`config.mk`:
```
export PLATFORM = sky130hd
export DESIGN_NAME = command_deserializer_flat
export DESIGN_NICKNAME = d
export VERILOG_FILES = /design/src/rtl/command_deserializer_if.sv /design/src/rtl/command_deserializer.sv /design/src/flat_wrapper.sv
export SDC_FILE = /design/constraint.sdc
export NUM_CORES = 1
export LEC_CHECK = 0
export ABC_AREA = 1
export BUFFER_PORTS_ARGS = -buffer_cell sky130_fd_sc_hd__buf_4
export CORE_MARGIN = 8
export CORE_UTILIZATION = 55
export CTS_CLUSTER_DIAMETER = 50
export DETAILED_ROUTE_END_ITERATION = 16
export PLACE_DENSITY_LB_ADDON = 0.05
export SLEW_MARGIN = 20
export SYNTH_ARGS = -nofsm -noshare
export SYNTH_HDL_FRONTEND = slang
export SYNTH_SLANG_ARGS = --single-unit
```
`constraint.sdc`:
```
create_clock -name clk -period 1.7 [get_ports clk]
set_input_delay 0.085 -clock clk [delete_from_list [all_inputs] [get_ports clk]]
set_output_delay 0.085 -clock clk [all_outputs]
set_load 0.03 [all_outputs]
```
`src/rtl/command_deserializer_if.sv`:
```
// Byte-stream input and decoded register-write output of command_deserializer.
// The deserializer sits on the slave side; the byte source/command sink is the master.
interface command_deserializer_if #(
   parameter int ADDR_WIDTH = 16,
   parameter int DATA_WIDTH = 32
);
   logic [7:0]            byte_i;
   logic                  byte_valid_i;
   logic                  byte_ready_o;
   logic [ADDR_WIDTH-1:0] addr_o;
   logic [DATA_WIDTH-1:0] data_o;
   logic                  valid_o;
   logic                  err_o;
   logic [7:0]            err_count_o;

   modport master (
      output byte_i,
      output byte_valid_i,
      input  byte_ready_o,
      input  addr_o,
      input  data_o,
      input  valid_o,
      input  err_o,
      input  err_count_o
   );

   modport slave (
      input  byte_i,
      input  byte_valid_i,
      output byte_ready_o,
      output addr_o,
      output data_o,
      output valid_o,
      output err_o,
      output err_count_o
   );
endinterface

```
`src/rtl/command_deserializer.sv`:
```
// Decodes SYNC/2 address/4 data bytes into a one-cycle register write strobe.
// Define CMD_DESERIALIZER_CHECKSUM_EN to add a trailing checksum byte and its check.
module command_deserializer #(
   parameter int         ADDR_WIDTH     = 16,
   parameter int         DATA_WIDTH     = 32,
   parameter logic [7:0] SYNC_BYTE      = 8'hA5,
   parameter int         TIMEOUT_CYCLES = 1024
) (
   input logic                   clk,
   input logic                   rst_n_i,
   command_deserializer_if.slave bus
);
   localparam int TW = $clog2(TIMEOUT_CYCLES + 1);

   typedef enum logic [2:0] {IDLE, ADDR, DATA, CSUM, EMIT} state_e;

   state_e                state_q, state_d;
   logic [1:0]            cnt_q, cnt_d;
   logic [15:0]           addr_sr_q, addr_sr_d;
   logic [31:0]           data_sr_q, data_sr_d;
   logic [TW-1:0]         idle_q, idle_d;
   logic                  ready_q, ready_d;
   logic                  valid_q, valid_d;
   logic                  err_q, err_d;
   logic [7:0]            err_cnt_q, err_cnt_d;
   logic [ADDR_WIDTH-1:0] addr_q, addr_d;
   logic [DATA_WIDTH-1:0] data_q, data_d;

   logic accept;
   logic in_frame;
   logic next_in_frame;
   logic timeout;
   logic csum_bad;

   assign accept        = bus.byte_valid_i & ready_q;
   assign in_frame      = (state_q == ADDR) || (state_q == DATA) || (state_q == CSUM);
   assign next_in_frame = (state_d == ADDR) || (state_d == DATA) || (state_d == CSUM);
   // An accepted byte in the expiry cycle suppresses the timeout.
   assign timeout       = in_frame && !accept && (idle_q == TW'(TIMEOUT_CYCLES - 1));

`ifdef CMD_DESERIALIZER_CHECKSUM_EN
   logic [7:0] sum_q, sum_d;
   logic [7:0] csum_total;

   assign csum_total = sum_q + bus.byte_i;
   assign csum_bad   = (state_q == CSUM) && accept && (csum_total != 8'h00);
`else
   assign csum_bad   = 1'b0;
`endif

   always_ff @(posedge clk or negedge rst_n_i) begin
      if (!rst_n_i) begin
         state_q <= IDLE;
      end else begin
         state_q <= state_d;
      end
   end

   always_comb begin
      state_d = state_q;
      if (timeout) begin
         state_d = IDLE;
      end else begin
         case (state_q)
            IDLE: if (accept && (bus.byte_i == SYNC_BYTE)) state_d = ADDR;
            ADDR: if (accept && (cnt_q == 2'd1)) state_d = DATA;
            DATA: if (accept && (cnt_q == 2'd3)) begin
`ifdef CMD_DESERIALIZER_CHECKSUM_EN
               state_d = CSUM;
`else
               state_d = EMIT;
`endif
            end
            CSUM: if (accept) state_d = csum_bad ? IDLE : EMIT;
            EMIT: state_d = IDLE;
            default: state_d = IDLE;
         endcase
      end
   end

   always_comb begin
      cnt_d     = cnt_q;
      addr_sr_d = addr_sr_q;
      data_sr_d = data_sr_q;
      addr_d    = addr_q;
      data_d    = data_q;
      idle_d    = idle_q;
      if (accept && (state_q == ADDR)) addr_sr_d = {addr_sr_q[7:0], bus.byte_i};
      if (accept && (state_q == DATA)) data_sr_d = {data_sr_q[23:0], bus.byte_i};
      if (state_d != state_q) begin
         cnt_d = 2'd0;
      end else if (accept) begin
         cnt_d = cnt_q + 2'd1;
      end
      if (accept || !next_in_frame) begin
         idle_d = '0;
      end else begin
         idle_d = idle_q + TW'(1);
      end
      ready_d   = (state_d != EMIT);
      valid_d   = (state_d == EMIT);
      err_d     = timeout | csum_bad;
      err_cnt_d = (err_d && (err_cnt_q != 8'hFF)) ? err_cnt_q + 8'd1 : err_cnt_q;
      // Without a checksum byte the last data byte lands in the same cycle EMIT is entered.
      if (state_d == EMIT) begin
         addr_d = ADDR_WIDTH'(addr_sr_q);
         data_d = DATA_WIDTH'(data_sr_d);
      end
`ifdef CMD_DESERIALIZER_CHECKSUM_EN
      sum_d = sum_q;
      if (state_q == IDLE) begin
         sum_d = 8'h00;
      end else if (accept && ((state_q == ADDR) || (state_q == DATA))) begin
         sum_d = sum_q + bus.byte_i;
      end
`endif
   end

   always_ff @(posedge clk or negedge rst_n_i) begin
      if (!rst_n_i) begin
         cnt_q     <= 2'd0;
         addr_sr_q <= 16'h0000;
         data_sr_q <= 32'h0000_0000;
         idle_q    <= '0;
         ready_q   <= 1'b0;
         valid_q   <= 1'b0;
         err_q     <= 1'b0;
         err_cnt_q <= 8'h00;
         addr_q    <= '0;
         data_q    <= '0;
`ifdef CMD_DESERIALIZER_CHECKSUM_EN
         sum_q     <= 8'h00;
`endif
      end else begin
         cnt_q     <= cnt_d;
         addr_sr_q <= addr_sr_d;
         data_sr_q <= data_sr_d;
         idle_q    <= idle_d;
         ready_q   <= ready_d;
         valid_q   <= valid_d;
         err_q     <= err_d;
         err_cnt_q <= err_cnt_d;
         addr_q    <= addr_d;
         data_q    <= data_d;
`ifdef CMD_DESERIALIZER_CHECKSUM_EN
         sum_q     <= sum_d;
`endif
      end
   end

   assign bus.byte_ready_o = ready_q;
   assign bus.valid_o      = valid_q;
   assign bus.err_o        = err_q;
   assign bus.err_count_o  = err_cnt_q;
   assign bus.addr_o       = addr_q;
   assign bus.data_o       = data_q;
endmodule

```
`src/flat_wrapper.sv`:
```
// flat-port wrapper written by rule: the top's interface ports become plain ports
module command_deserializer_flat 
#(
   parameter int         ADDR_WIDTH     = 16,
   parameter int         DATA_WIDTH     = 32,
   parameter logic [7:0] SYNC_BYTE      = 8'hA5,
   parameter int         TIMEOUT_CYCLES = 1024
)
  (clk, rst_n_i, bus_byte_i, bus_byte_valid_i, bus_byte_ready_o, bus_addr_o, bus_data_o, bus_valid_o, bus_err_o, bus_err_count_o);
  command_deserializer_if #(.ADDR_WIDTH(ADDR_WIDTH), .DATA_WIDTH(DATA_WIDTH)) bus_i ();
  input logic clk;
  input logic rst_n_i;
  input wire logic [$bits(bus_i.byte_i)-1:0] bus_byte_i;
  input wire logic [$bits(bus_i.byte_valid_i)-1:0] bus_byte_valid_i;
  output wire logic [$bits(bus_i.byte_ready_o)-1:0] bus_byte_ready_o;
  output wire logic [$bits(bus_i.addr_o)-1:0] bus_addr_o;
  output wire logic [$bits(bus_i.data_o)-1:0] bus_data_o;
  output wire logic [$bits(bus_i.valid_o)-1:0] bus_valid_o;
  output wire logic [$bits(bus_i.err_o)-1:0] bus_err_o;
  output wire logic [$bits(bus_i.err_count_o)-1:0] bus_err_count_o;
  assign bus_i.byte_i = bus_byte_i;
  assign bus_i.byte_valid_i = bus_byte_valid_i;
  assign bus_byte_ready_o = bus_i.byte_ready_o;
  assign bus_addr_o = bus_i.addr_o;
  assign bus_data_o = bus_i.data_o;
  assign bus_valid_o = bus_i.valid_o;
  assign bus_err_o = bus_i.err_o;
  assign bus_err_count_o = bus_i.err_count_o;
  command_deserializer #(.ADDR_WIDTH(ADDR_WIDTH), .DATA_WIDTH(DATA_WIDTH), .SYNC_BYTE(SYNC_BYTE), .TIMEOUT_CYCLES(TIMEOUT_CYCLES)) u_core (.clk(clk), .rst_n_i(rst_n_i), .bus(bus_i));
endmodule
```
==> impl_metrics.json, run 1 <==
{
  "first_pass_detailed_route_iteration_total": 4,
  "gr-max-usage-layer": "met2",
  "numCtsBuffers": 17,
  "design.portCount": 70,
  "status": "complete, no violations",
  "clock_tree_skew_after_final_layout_ns": 0.00991,
  "worst-r2r-setup-slack_ns": 0.03,
  "clock_tree.root_cell": "sky130_fd_sc_hd__clkbuf_8",
  "ys_seq_area_share_pct": 61.9,
  "globalRouteOverflowTotal": 0,
  "timing.final.crit_share_pct": 98.2,
  "antennaDiodeCount": 0,
  "slew_headroom_pct": 70.8,
  "met1_usage_pct": 23.7,
  "io_buffers": 69,
  "viasPerCell": 5.19,
  "critical_path_capture_point_type": "flop",
  "setup_repair_after_global_routing_missed_its_margin": "yes",
  "regToRegStartpoint": "u_core.idle_q[1]$_DFF_PN0_",
  "report.final.setup_viol": 0,
  "setup.worst_path.class": "reg -> reg",
  "cap_violations": 0,
  "worst_skew_pair.late_latency_ns": 0.53,
  "ratio_of_cells_with_drive_above_1_in_the_final_layout_pct": 23.0,
  "power.density_cell_area_nw_per_um2": 1480,
  "synth.top_cell.area_share_pct": 61.9,
  "dpl_cell_area_um2": 5690,
  "net_count_final": 646,
  "place_inst": 707,
  "period_needed_ns": 1.67,
  "ys_seq_elements": 123,
  "worst_setup_path_start_kind": "flop",
  "antenna_violating_nets_post_route": 0,
  "area.growth.synth_to_final_pct": 32.0,
  "timing.fmax_mhz": 599,
  "dr_total_vias": 3902,
  "worst_slew_pin_slew_ns": 0.438,
  "mappedNetlistNets": 550,
  "ys_top_cells_by_area": "sky130_fd_sc_hd__dfrtp_1 (62%), sky130_fd_sc_hd__nand2_1 (14%), sky130_fd_sc_hd__nor2_1 (3.6%)",
  "use_met2_pct": 31.8,
  "core_um2": 8760,
  "start_util_pct": 56.8,
  "initial_antenna_violation_count": 0,
  "via_count_of_the_first_global_routing_pass": 4063,
  "worstPathMaxFanout": 6,
  "drt_first_iter_violations": 208,
  "clock_path_buffers": 2,
  "yosys_warnings": 0,
  "die_x_um": 111,
  "multi_input_gate_area_in_the_final_layout_um2": 1720,
  "timing.rr.end": "u_core.idle_q[10]$_DFF_PN0_",
  "wirelength_mm": 11.5,
  "leakagePower_nw": 3.41,
  "place_congestion": 0.883,
  "syn-cell-area_um2": 4980,
  "routed_wire_length_per_instance_um": 15.3,
  "grt.met3_usage_pct": 6.87,
  "dp_hpwl_mm": 7.33,
  "global_route_wire_length_before_repair_mm": 19.7,
  "die_y_um": 111,
  "final-instance-count-excl-fill": 752,
  "hp-class": "in -> async",
  "reg2regPathDepth": 9,
  "postSynthAreaPerCell_um2": 9.30,
  "critPathRequiredTime_ns": 2.11,
  "path_clk_slew_ns": 0.06,
  "yosys.cell_types.count": 26,
  "tritoncts": "yes",
  "drc_violations_left": 0,
  "cts_num_sinks": 123,
  "design.die.area_um2": 12300,
  "pin_count_of_the_biggest_net_entering_global_routing": 36,
  "fill_cells": 608,
  "yosysTopAreaCell": "sky130_fd_sc_hd__dfrtp_1",
  "finalCoreUtilization_pct": 75.0,
  "fin_area_um2": 6570,
  "final-hold-violation-count": 0,
  "final-seq-area_um2": 3080,
  "global_route.usage.total_pct": 19.6,
  "syn_inst": 535,
  "ir_worst_vdd_uv": 1020,
  "worstPathArrival_ns": 2.08,
  "htree_num_levels": 4,
  "fp-row-count": 34,
  "slew_violations": 0
}
[worst max-delay path, stage by stage (launching register included)]
cell and delay, ns:
sky130_fd_sc_hd__dfrtp_1 0.40, sky130_fd_sc_hd__ha_4 0.17, sky130_fd_sc_hd__nand3_4 0.09, sky130_fd_sc_hd__nor2_4 0.13
sky130_fd_sc_hd__nand4_1 0.20, sky130_fd_sc_hd__nand2_1 0.18, sky130_fd_sc_hd__nand2_2 0.09, sky130_fd_sc_hd__nand2_4 0.12
sky130_fd_sc_hd__buf_6 0.13, sky130_fd_sc_hd__nor2_1 0.04
[how the worst max path moves through the flow]
stage / startpoint / end / cells after the start
6_report: u_core.idle_q[1]$_DFF_PN0_ / u_core.idle_q[10]$_DFF_PN0_ / 9
5_1_grt: u_core.idle_q[1]$_DFF_PN0_ / u_core.idle_q[10]$_DFF_PN0_ / 9
4_1_cts: u_core.bus.byte_ready_o$_DFF_PN0_ / u_core.bus.addr_o[5]$_DFFE_PN0P_ / 6
3_5_place_dp: u_core.idle_q[1]$_DFF_PN0_ / u_core.idle_q[10]$_DFF_PN0_ / 9
3_3_place_gp: u_core.idle_q[0]$_DFF_PN0_ / u_core.idle_q[10]$_DFF_PN0_ / 9
2_1_floorplan: u_core.bus.byte_ready_o$_DFF_PN0_ / u_core.idle_q[5]$_DFF_PN0_ / 11
[placed cells by master (no fill, tap or decap), drive strengths merged]
cell type	n
nor4	1
nor3	7
a21oi	2
bufinv	5
nand3	33
dfrtp	123
clkinvlp	4
nor2	48
buf	90
xnor2	8
dlygate4sd3	10
o211ai	1
clkbuf	19
nand4	2
nor3b	2
nand2	182
xor2	6
inv	34
ha	4
clkinv	3
o21ai	37
a31oi	23
[per-layer routing]
metal  wire (µm)  share of wire (%)
met5           0                  0
met4         172                1.5
met2        5750                 50
met1        5020                 44
met3         562                4.9
[flip-flops by register name, indices dropped and copies added (netlist names)]
register / count
u_core.state_q: 3
u_core.bus.err_o: 1
u_core.idle_q: 11
u_core.bus.data_o: 32
u_core.addr_sr_q: 16
u_core.bus.err_count_o: 8
u_core.bus.valid_o: 1
u_core.cnt_q: 2
u_core.data_sr_q: 32
u_core.bus.addr_o: 16
u_core.bus.byte_ready_o: 1
[kinds of logic after synthesis]
| family | count (synthesis) | share of synthesized area, % |
|---|---|---|
| compound gates | 63 | 6.97 |
| xor+xnor | 14 | 2.46 |
| fa+ha+maj | 4 | 1.01 |
| buf+inv | 56 | 5.13 |
| flops | 123 | 61.9 |
| simple gates | 275 | 22.6 |
[synthesized netlist by cell type, drive strengths merged]
master	n
xnor2	8
nand3	33
a31oi	23
dfrtp	123
nand2	182
nor3	7
buf	17
o21ai	37
inv	33
clkbuf	6
a21oi	2
ha	4
nor4	1
nor3b	2
nand4	2
xor2	6
nor2	48
o211ai	1
[per-stage QoR]
| step | hold WS (ns) | total power [mW] | TNS (ns) | setup slack (ns) |
|---|---|---|---|---|
| floorplan | -0.211 | 4.97 | 0 | 0.0600 |
| global placement | 0.0588 | 5.75 | 0 | 0.0289 |
| detailed placement | 0.0628 | 5.79 | -0.332 | -0.0530 |
| CTS | 0.0598 | 9.78 | 0 | 0.0167 |
| global route | 0.0788 | 10.2 | -0.627 | -0.0862 |
| finish | 0.0537 | 9.71 | 0 | 0.0304 |
[layout make-up]
| type | instances | share of cell area (%) |
|---|---|---|
| clock inverter | 13 | 3.28 |
| sequential | 123 | 46.9 |
| clock buffer | 19 | 6.57 |
| tap | 108 | 2.06 |
| timing repair buffer | 100 | 13.0 |
| multi-input combinational | 356 | 26.2 |
| inverter | 33 | 1.96 |
[where the power goes]
part | switching (mW) | internal, mW | total, mW
clock network | 1.34 | 2.58 | 3.92
registers | 0.331 | 3.46 | 3.79
logic | 1.25 | 0.761 | 2.01
total | 2.92 | 6.79 | 9.71
[timing repair]
| action | 4_1_cts | 5_1_grt |
|---|---|---|
| gates resized for setup | 4 | 29 |
| gates cloned | 0 | 0 |
| endpoints found under the hold margin | 145 | 0 |
| buffers inserted | 0 | 3 |
| endpoints found under the setup margin | 13 | 53 |
| pin swaps | 1 | 6 |
| hold buffers | 10 | 0 |
Note: power is estimated with default switching activity, not from simulation.
==> run 2, diff against run 1 <==
--- a/config.mk
+++ b/config.mk
@@ -12,6 +12,7 @@
 export CTS_CLUSTER_DIAMETER = 50
 export DETAILED_ROUTE_END_ITERATION = 16
 export PLACE_DENSITY_LB_ADDON = 0.05
+export RECOVER_POWER = 50
 export SLEW_MARGIN = 20
 export SYNTH_ARGS = -nofsm -noshare
 export SYNTH_HDL_FRONTEND = slang
==> run 2 against run 1 <==
Sequential share of layout area up 0.98 points; setup slack lost 0.0030 ns; clock power hardly changed; combinational power fell by 5%; utilization down 1.5 points; first-iteration DRC count down 11%; maximum frequency down 0.18%; sequential power barely moved; via count increased by 0.56%; largest power group unchanged; highest routed layer unchanged.
==> impl_metrics.json, run 2 (synthesis results as in run 1) <==
{
  "status": "complete, no violations",
  "worst_skew_pair.late_latency_ns": 0.52,
  "drt_first_iter_violations": 186,
  "routed_wire_length_per_instance_um": 15.3,
  "critical_path_capture_point_type": "flop",
  "timing.final.crit_share_pct": 98.4,
  "fp-row-count": 34,
  "period_needed_ns": 1.67,
  "clock_tree.root_cell": "sky130_fd_sc_hd__clkbuf_8",
  "dr_total_vias": 3924,
  "numCtsBuffers": 17,
  "slew_violations": 0,
  "finalCoreUtilization_pct": 73.4,
  "setup.worst_path.class": "reg -> reg",
  "antennaDiodeCount": 0,
  "place_inst": 707,
  "via_count_of_the_first_global_routing_pass": 4063,
  "design.die.area_um2": 12300,
  "power.density_cell_area_nw_per_um2": 1490,
  "final-hold-violation-count": 0,
  "initial_antenna_violation_count": 0,
  "global_route.usage.total_pct": 19.6,
  "antenna_violating_nets_post_route": 0,
  "dp_hpwl_mm": 7.33,
  "report.final.setup_viol": 0,
  "cts_num_sinks": 123,
  "worst-path-buf-inv": 1,
  "final-instance-count-excl-fill": 752,
  "setup_repair_after_global_routing_missed_its_margin": "yes",
  "ratio_of_cells_with_drive_above_1_in_the_final_layout_pct": 19.4,
  "net_count_final": 646,
  "slew_headroom_pct": 49.6,
  "critPathTopFamily": "simple AND/OR/NAND/NOR gates",
  "place_ws_ns": -0.0530,
  "viasPerCell": 5.22,
  "io_buffers": 69,
  "worst-r2r-setup-slack_ns": 0.03,
  "timing.critical_path.cells": "ha_4 > nand3_4 > nor2_4 > nand4_1 > nand2_1 > nand2_2 > nand2_4 > buf_6 > nor2_1",
  "path_clk_slew_ns": 0.06,
  "global_route_wire_length_before_repair_mm": 19.7,
  "core_um2": 8760,
  "timing.fmax_mhz": 598,
  "mostFrequentLayoutCells": "sky130_fd_sc_hd__nand2_1 (177), sky130_fd_sc_hd__dfrtp_1 (119), sky130_fd_sc_hd__buf_4 (57), sky130_fd_sc_hd__nor2_1 (43), sky130_fd_sc_hd__nand3_1 (32)",
  "critPathRequiredTime_ns": 2.11,
  "worstPathMaxFanout": 6,
  "timing.hold.ws_ns": 0.163,
  "leading_cell_type_in_the_layout_fill_and_taps_excluded": "sky130_fd_sc_hd__nand2_1",
  "cp_slowest_cell": "sky130_fd_sc_hd__dfrtp_1",
  "tritoncts": "yes",
  "wirelength_mm": 11.5,
  "area.growth.synth_to_final_pct": 29.3,
  "worst_slew_pin_slew_ns": 0.756,
  "leakagePower_nw": 3.30,
  "cap_violations": 0,
  "place_congestion": 0.883,
  "first_pass_detailed_route_iteration_total": 7,
  "design.portCount": 70,
  "htree_num_levels": 4,
  "cp_peak_stage_delay_ns": 0.40,
  "start_util_pct": 56.8,
  "worst_setup_path_start_kind": "flop",
  "fill_cells": 632,
  "worstPathArrival_ns": 2.08,
  "die_y_um": 111,
  "clock_path_buffers": 2,
  "die_x_um": 111,
  "drc_violations_left": 0,
  "final.setup.worst_slack_ns": 0.0274,
  "hp-class": "in -> async",
  "clock_tree_skew_after_final_layout_ns": 0.00760,
  "ir_worst_vdd_uv": 1020,
  "pin_count_of_the_biggest_net_entering_global_routing": 36,
  "globalRouteOverflowTotal": 0
}
## run 2: cell types whose count changed in the layout (fill, tap and decap cells not counted), sizes merged
cell | previous run | this run
buf | 90 | 65
clkbuf | 19 | 44
## run 2: area by class of cell
type,instances,area (µm²),share of cell area (%)
clock buffers,19,432,6.71
repair buffers,100,719,11.2
flip-flops and latches,123,3080,47.9
well taps,108,135,2.10
inverters,33,129,2.00
multi-input cells,356,1720,26.8
clock inverters,13,215,3.34
## run 2: metal layers
metal / share of wire, % / vias up / global-route usage, %
met2: 50 / 84 / 31.8
li1: - / 1915 / -
met1: 44 / 1897 / 23.7
met4: 1.9 / 0 / 6.93
met3: 4.3 / 28 / 6.87
met5: 0 / - / 0
## run 2: worst paths after layout
path,end,cells past startpoint,start
worst min-delay path,u_core.addr_sr_q[15]$_DFFE_PN0P_,2,rst_n_i
min in group clk,u_core.addr_sr_q[0]$_DFFE_PN0P_,4,bus_byte_i[0]
worst max register to register,u_core.idle_q[10]$_DFF_PN0_,9,u_core.idle_q[1]$_DFF_PN0_
worst min register to register,u_core.data_sr_q[29]$_DFF_PN0_,2,u_core.data_sr_q[29]$_DFF_PN0_
worst max-delay path,u_core.idle_q[10]$_DFF_PN0_,9,u_core.idle_q[1]$_DFF_PN0_
max in group asynchronous,u_core.state_q[2]$_DFF_PN0_,3,rst_n_i
## run 2: what timing repair did
| item | CTS | global route |
|---|---|---|
| setup buffers | 0 | 3 |
| cloned | 0 | 0 |
| pin swaps | 1 | 6 |
| hold buffers | 10 | 0 |
| hold endpoints to repair | 145 | 0 |
| gates resized for setup | 4 | 29 |
| setup endpoints to repair | 13 | 53 |
## run 2: report_power, final
group / total, mW / switching, mW / internal [mW] / leakage, nW
Sequential: 3.78 / 0.326 / 3.46 / 1.68
Combinational: 1.91 / 1.25 / 0.661 / 1.32
Clock: 3.92 / 1.34 / 2.58 / 0.301
## run 2: stage by stage
step                      TNS [ns]  total power [mW]  instance area [µm²]
after detailed placement    -0.332              5.79                 5690
after CTS                        0              9.78                 6440
after global routing        -0.653              10.1                 6440
after global placement           0              5.75                 5690
final                            0              9.61                 6440
after floorplan                  0              4.97                 4980
==> run 3, diff against run 2 <==
--- a/config.mk
+++ b/config.mk
@@ -5,9 +5,8 @@
 export SDC_FILE = /design/constraint.sdc
 export NUM_CORES = 1
 export LEC_CHECK = 0
-export ABC_AREA = 1
 export BUFFER_PORTS_ARGS = -buffer_cell sky130_fd_sc_hd__buf_4
-export CORE_MARGIN = 8
+export CORE_MARGIN = 4
 export CORE_UTILIZATION = 55
 export CTS_CLUSTER_DIAMETER = 50
 export DETAILED_ROUTE_END_ITERATION = 16
==> run 3 against run 2 <==
The run now ends with negative setup slack left; non-clock buffer count increased by 28; clock-buffer cell count fell by 1; first-iteration DRC count fell by 29%; sequential cell count did not move; power grew 2.5%; die area shrank 14%; synthesized cell count down 26%; clock skew fell by 0.00055 ns; global-route usage increased by 2.3 points; combinational power up 33%; sequential power is 3% higher; maximum frequency is 8.4% lower; critical endpoint is now u_core.bus.data_o[12]$_DFFE_PN0P_; largest cell class unchanged; largest power group is now sequential cells.
==> impl_metrics.json, run 3 <==
{
  "regToRegStartpoint": "u_core.cnt_q[1]$_DFFE_PN0P_",
  "reg2regPathDepth": 9,
  "worstPathMaxFanout": 8,
  "yosys.cell_types.count": 33,
  "leakagePower_nw": 3.51,
  "syn_inst": 396,
  "tritoncts": "yes",
  "worst-r2r-setup-slack_ns": -0.13,
  "die_x_um": 103,
  "synth_most_common_cell": "sky130_fd_sc_hd__dfrtp_1",
  "worst_setup_path_start_kind": "flop",
  "post_synth_most_frequent_cells": "sky130_fd_sc_hd__dfrtp_1 (123), sky130_fd_sc_hd__nor2_1 (114), sky130_fd_sc_hd__mux2_2 (45)",
  "core_um2": 8760,
  "critical_path.startpoint": "u_core.cnt_q[1]$_DFFE_PN0P_",
  "postSynthAreaPerCell_um2": 12.6,
  "routed_wire_length_per_instance_um": 18.2,
  "ir_worst_vdd_uv": 791,
  "critPathCapture": "u_core.bus.data_o[12]$_DFFE_PN0P_",
  "slew_violations": 0,
  "worstPathArrival_ns": 2.23,
  "design.portCount": 70,
  "ys_seq_area_share_pct": 61.6,
  "global_route.usage.total_pct": 22.0,
  "report.final.setup_viol": 37,
  "place_congestion": 0.886,
  "mostFrequentLayoutCells": "sky130_fd_sc_hd__dfrtp_1 (121), sky130_fd_sc_hd__buf_4 (99), sky130_fd_sc_hd__nor2_1 (75), sky130_fd_sc_hd__mux2_2 (44), sky130_fd_sc_hd__nor2_4 (28)",
  "slew_headroom_pct": 47.9,
  "period_needed_ns": 1.83,
  "wirelength_mm": 11.8,
  "dpl_cell_area_um2": 5900,
  "htree_num_levels": 4,
  "clock_path_buffers": 2,
  "yosys_warnings": 0,
  "drc_violations_left": 0,
  "start_util_pct": 57.0,
  "numCtsBuffers": 17,
  "antennaDiodeCount": 0,
  "worst_slew_pin_slew_ns": 0.782,
  "power.density_cell_area_nw_per_um2": 1390,
  "leading_cell_type_in_the_layout_fill_and_taps_excluded": "sky130_fd_sc_hd__dfrtp_1",
  "violated_checks": "negative setup slack",
  "area.growth.synth_to_final_pct": 41.5,
  "mappedNetlistNets": 411,
  "net_count_final": 541,
  "first_pass_detailed_route_iteration_total": 4,
  "timing.rr.end": "u_core.bus.data_o[12]$_DFFE_PN0P_",
  "clock_tree.root_cell": "sky130_fd_sc_hd__clkbuf_8",
  "viasPerCell": 5.34,
  "design.die.area_um2": 10700,
  "drt_first_iter_violations": 132,
  "most_common_flop_cell_mapped_by_yosys": "sky130_fd_sc_hd__dfrtp_1",
  "critical_path_capture_point_type": "flop",
  "die_y_um": 103,
  "critPathRequiredTime_ns": 2.11,
  "setup_repair_after_global_routing_missed_its_margin": "yes",
  "ratio_of_cells_with_drive_above_1_in_the_final_layout_pct": 50.5,
  "setup.worst_path.class": "reg -> reg",
  "dr_total_vias": 3457,
  "hp-class": "in -> async",
  "io_buffers": 69,
  "path_clk_slew_ns": 0.06,
  "finalCoreUtilization_pct": 80.7,
  "fp-row-count": 34,
  "final.setup.worst_slack_ns": -0.126,
  "fill_cells": 500,
  "ys_seq_elements": 123,
  "asyncSetResetFlopFracSynth_pct": 100,
  "worst_skew_pair.late_latency_ns": 0.52,
  "cts_num_sinks": 123,
  "globalRouteOverflowTotal": 0,
  "status": "finished with violations",
  "clock_tree_skew_after_final_layout_ns": 0.00705,
  "yosysTopAreaCell": "sky130_fd_sc_hd__dfrtp_1",
  "pin_count_of_the_biggest_net_entering_global_routing": 39,
  "timing.fmax_mhz": 548,
  "initial_antenna_violation_count": 0,
  "cap_violations": 0,
  "synth_enable_flop_cells": 0,
  "global_route_wire_length_before_repair_mm": 17.6,
  "dp_hpwl_mm": 6.67,
  "fin_area_um2": 7070,
  "syn-cell-area_um2": 4990,
  "timing.final.crit_share_pct": 107,
  "synth.top_cell.area_share_pct": 61.6,
  "final-hold-violation-count": 0,
  "via_count_of_the_first_global_routing_pass": 3471,
  "antenna_violating_nets_post_route": 0,
  "ys_top_cells_by_area": "sky130_fd_sc_hd__dfrtp_1 (62%), sky130_fd_sc_hd__mux2_2 (10%), sky130_fd_sc_hd__nor2_1 (8.6%)"
}
==> run 3: cell type report <==
| class | count | area [µm²] | area share, % |
|---|---|---|---|
| inverter | 3 | 15.0 | 0.212 |
| clock buffer | 18 | 418 | 5.91 |
| clock inverter | 14 | 148 | 2.09 |
| sequential | 123 | 3080 | 43.6 |
| tap | 108 | 135 | 1.91 |
| timing repair buffer | 128 | 1170 | 16.6 |
| multi-input combinational | 253 | 2100 | 29.7 |
==> run 3: cells by family (layout without fill, tap and decap cells) <==
| logic type | Yosys count | count (layout) | share of synthesized area [%] |
|---|---|---|---|
| AOI/OAI and AO/OA | 11 | 11 | 1.40 |
| and+or+nand+nor | 158 | 158 | 14.4 |
| DFF | 123 | 123 | 61.6 |
| muxes | 65 | 65 | 16.2 |
| adders and majority gates | 4 | 4 | 1.00 |
| xor gates and xnor gates | 15 | 15 | 2.63 |
| buffers and inverters | 20 | 163 | 2.73 |
==> run 3: how the worst min path moves through the flow <==
stage | startpoint | slack (ns) | endpoint
3_3_place_gp | rst_n_i | 0.06 | u_core.bus.data_o[26]$_DFFE_PN0P_
6_report | rst_n_i | 0.18 | u_core.bus.data_o[26]$_DFFE_PN0P_
4_1_cts | rst_n_i | 0.06 | u_core.bus.data_o[29]$_DFFE_PN0P_
2_1_floorplan | rst_n_i | -0.21 | u_core.addr_sr_q[0]$_DFFE_PN0P_
3_5_place_dp | rst_n_i | 0.06 | u_core.bus.data_o[26]$_DFFE_PN0P_
5_1_grt | rst_n_i | 0.25 | u_core.bus.data_o[29]$_DFFE_PN0P_
==> run 3: layer usage <==
| metal | GRT usage [%] | share of wire [%] | wire length (µm) |
|---|---|---|---|
| met5 | 0 | 0 | 0 |
| met4 | 8.76 | 1.9 | 229 |
| met3 | 5.63 | 4.7 | 551 |
| met1 | 29.9 | 43 | 5110 |
| met2 | 34.0 | 50 | 5890 |
==> run 3: critical path: stages, from the launching register on <==
cell and delay [ns]:
sky130_fd_sc_hd__dfrtp_1 0.35, sky130_fd_sc_hd__ha_2 0.20, sky130_fd_sc_hd__o21ai_2 0.06, sky130_fd_sc_hd__buf_6 0.13, sky130_fd_sc_hd__nor3_4 0.14, sky130_fd_sc_hd__buf_12 0.14
sky130_fd_sc_hd__clkinvlp_4 0.25, sky130_fd_sc_hd__clkbuf_16 0.29, sky130_fd_sc_hd__nor2_4 0.08, sky130_fd_sc_hd__nor2_1 0.05
==> run 3: per-stage QoR <==
step	hold slack [ns]	total power [mW]	setup WS [ns]	TNS (ns)	std cells
after detailed placement	0.0630	6.27	-0.118	-0.676	590
after global routing	0.247	10.3	-0.195	-5.63	647
final	0.182	9.85	-0.126	-2.90	647
after global placement	0.0581	6.21	-0.0335	-0.157	590
after floorplan	-0.211	5.28	0.00199	0	396
after CTS	0.0606	9.79	-0.0125	-0.0468	639
==> run 3: what timing repair did <==
| item | CTS | global route |
|---|---|---|
| gates cloned | 2 | 4 |
| resized for setup | 14 | 77 |
| endpoints found under the setup margin | 56 | 63 |
| pin swaps | 2 | 32 |
| buffers inserted | 5 | 6 |
| endpoints found under the hold margin | 149 | 0 |
| hold buffers | 10 | 0 |
==> run 3: where the power goes <==
group          switching (mW)  leakage [nW]  internal (mW)
combinational            1.47          1.54           1.07
sequential              0.380          1.69           3.51
clock                    1.33         0.275           2.09
total                    3.19          3.51           6.67
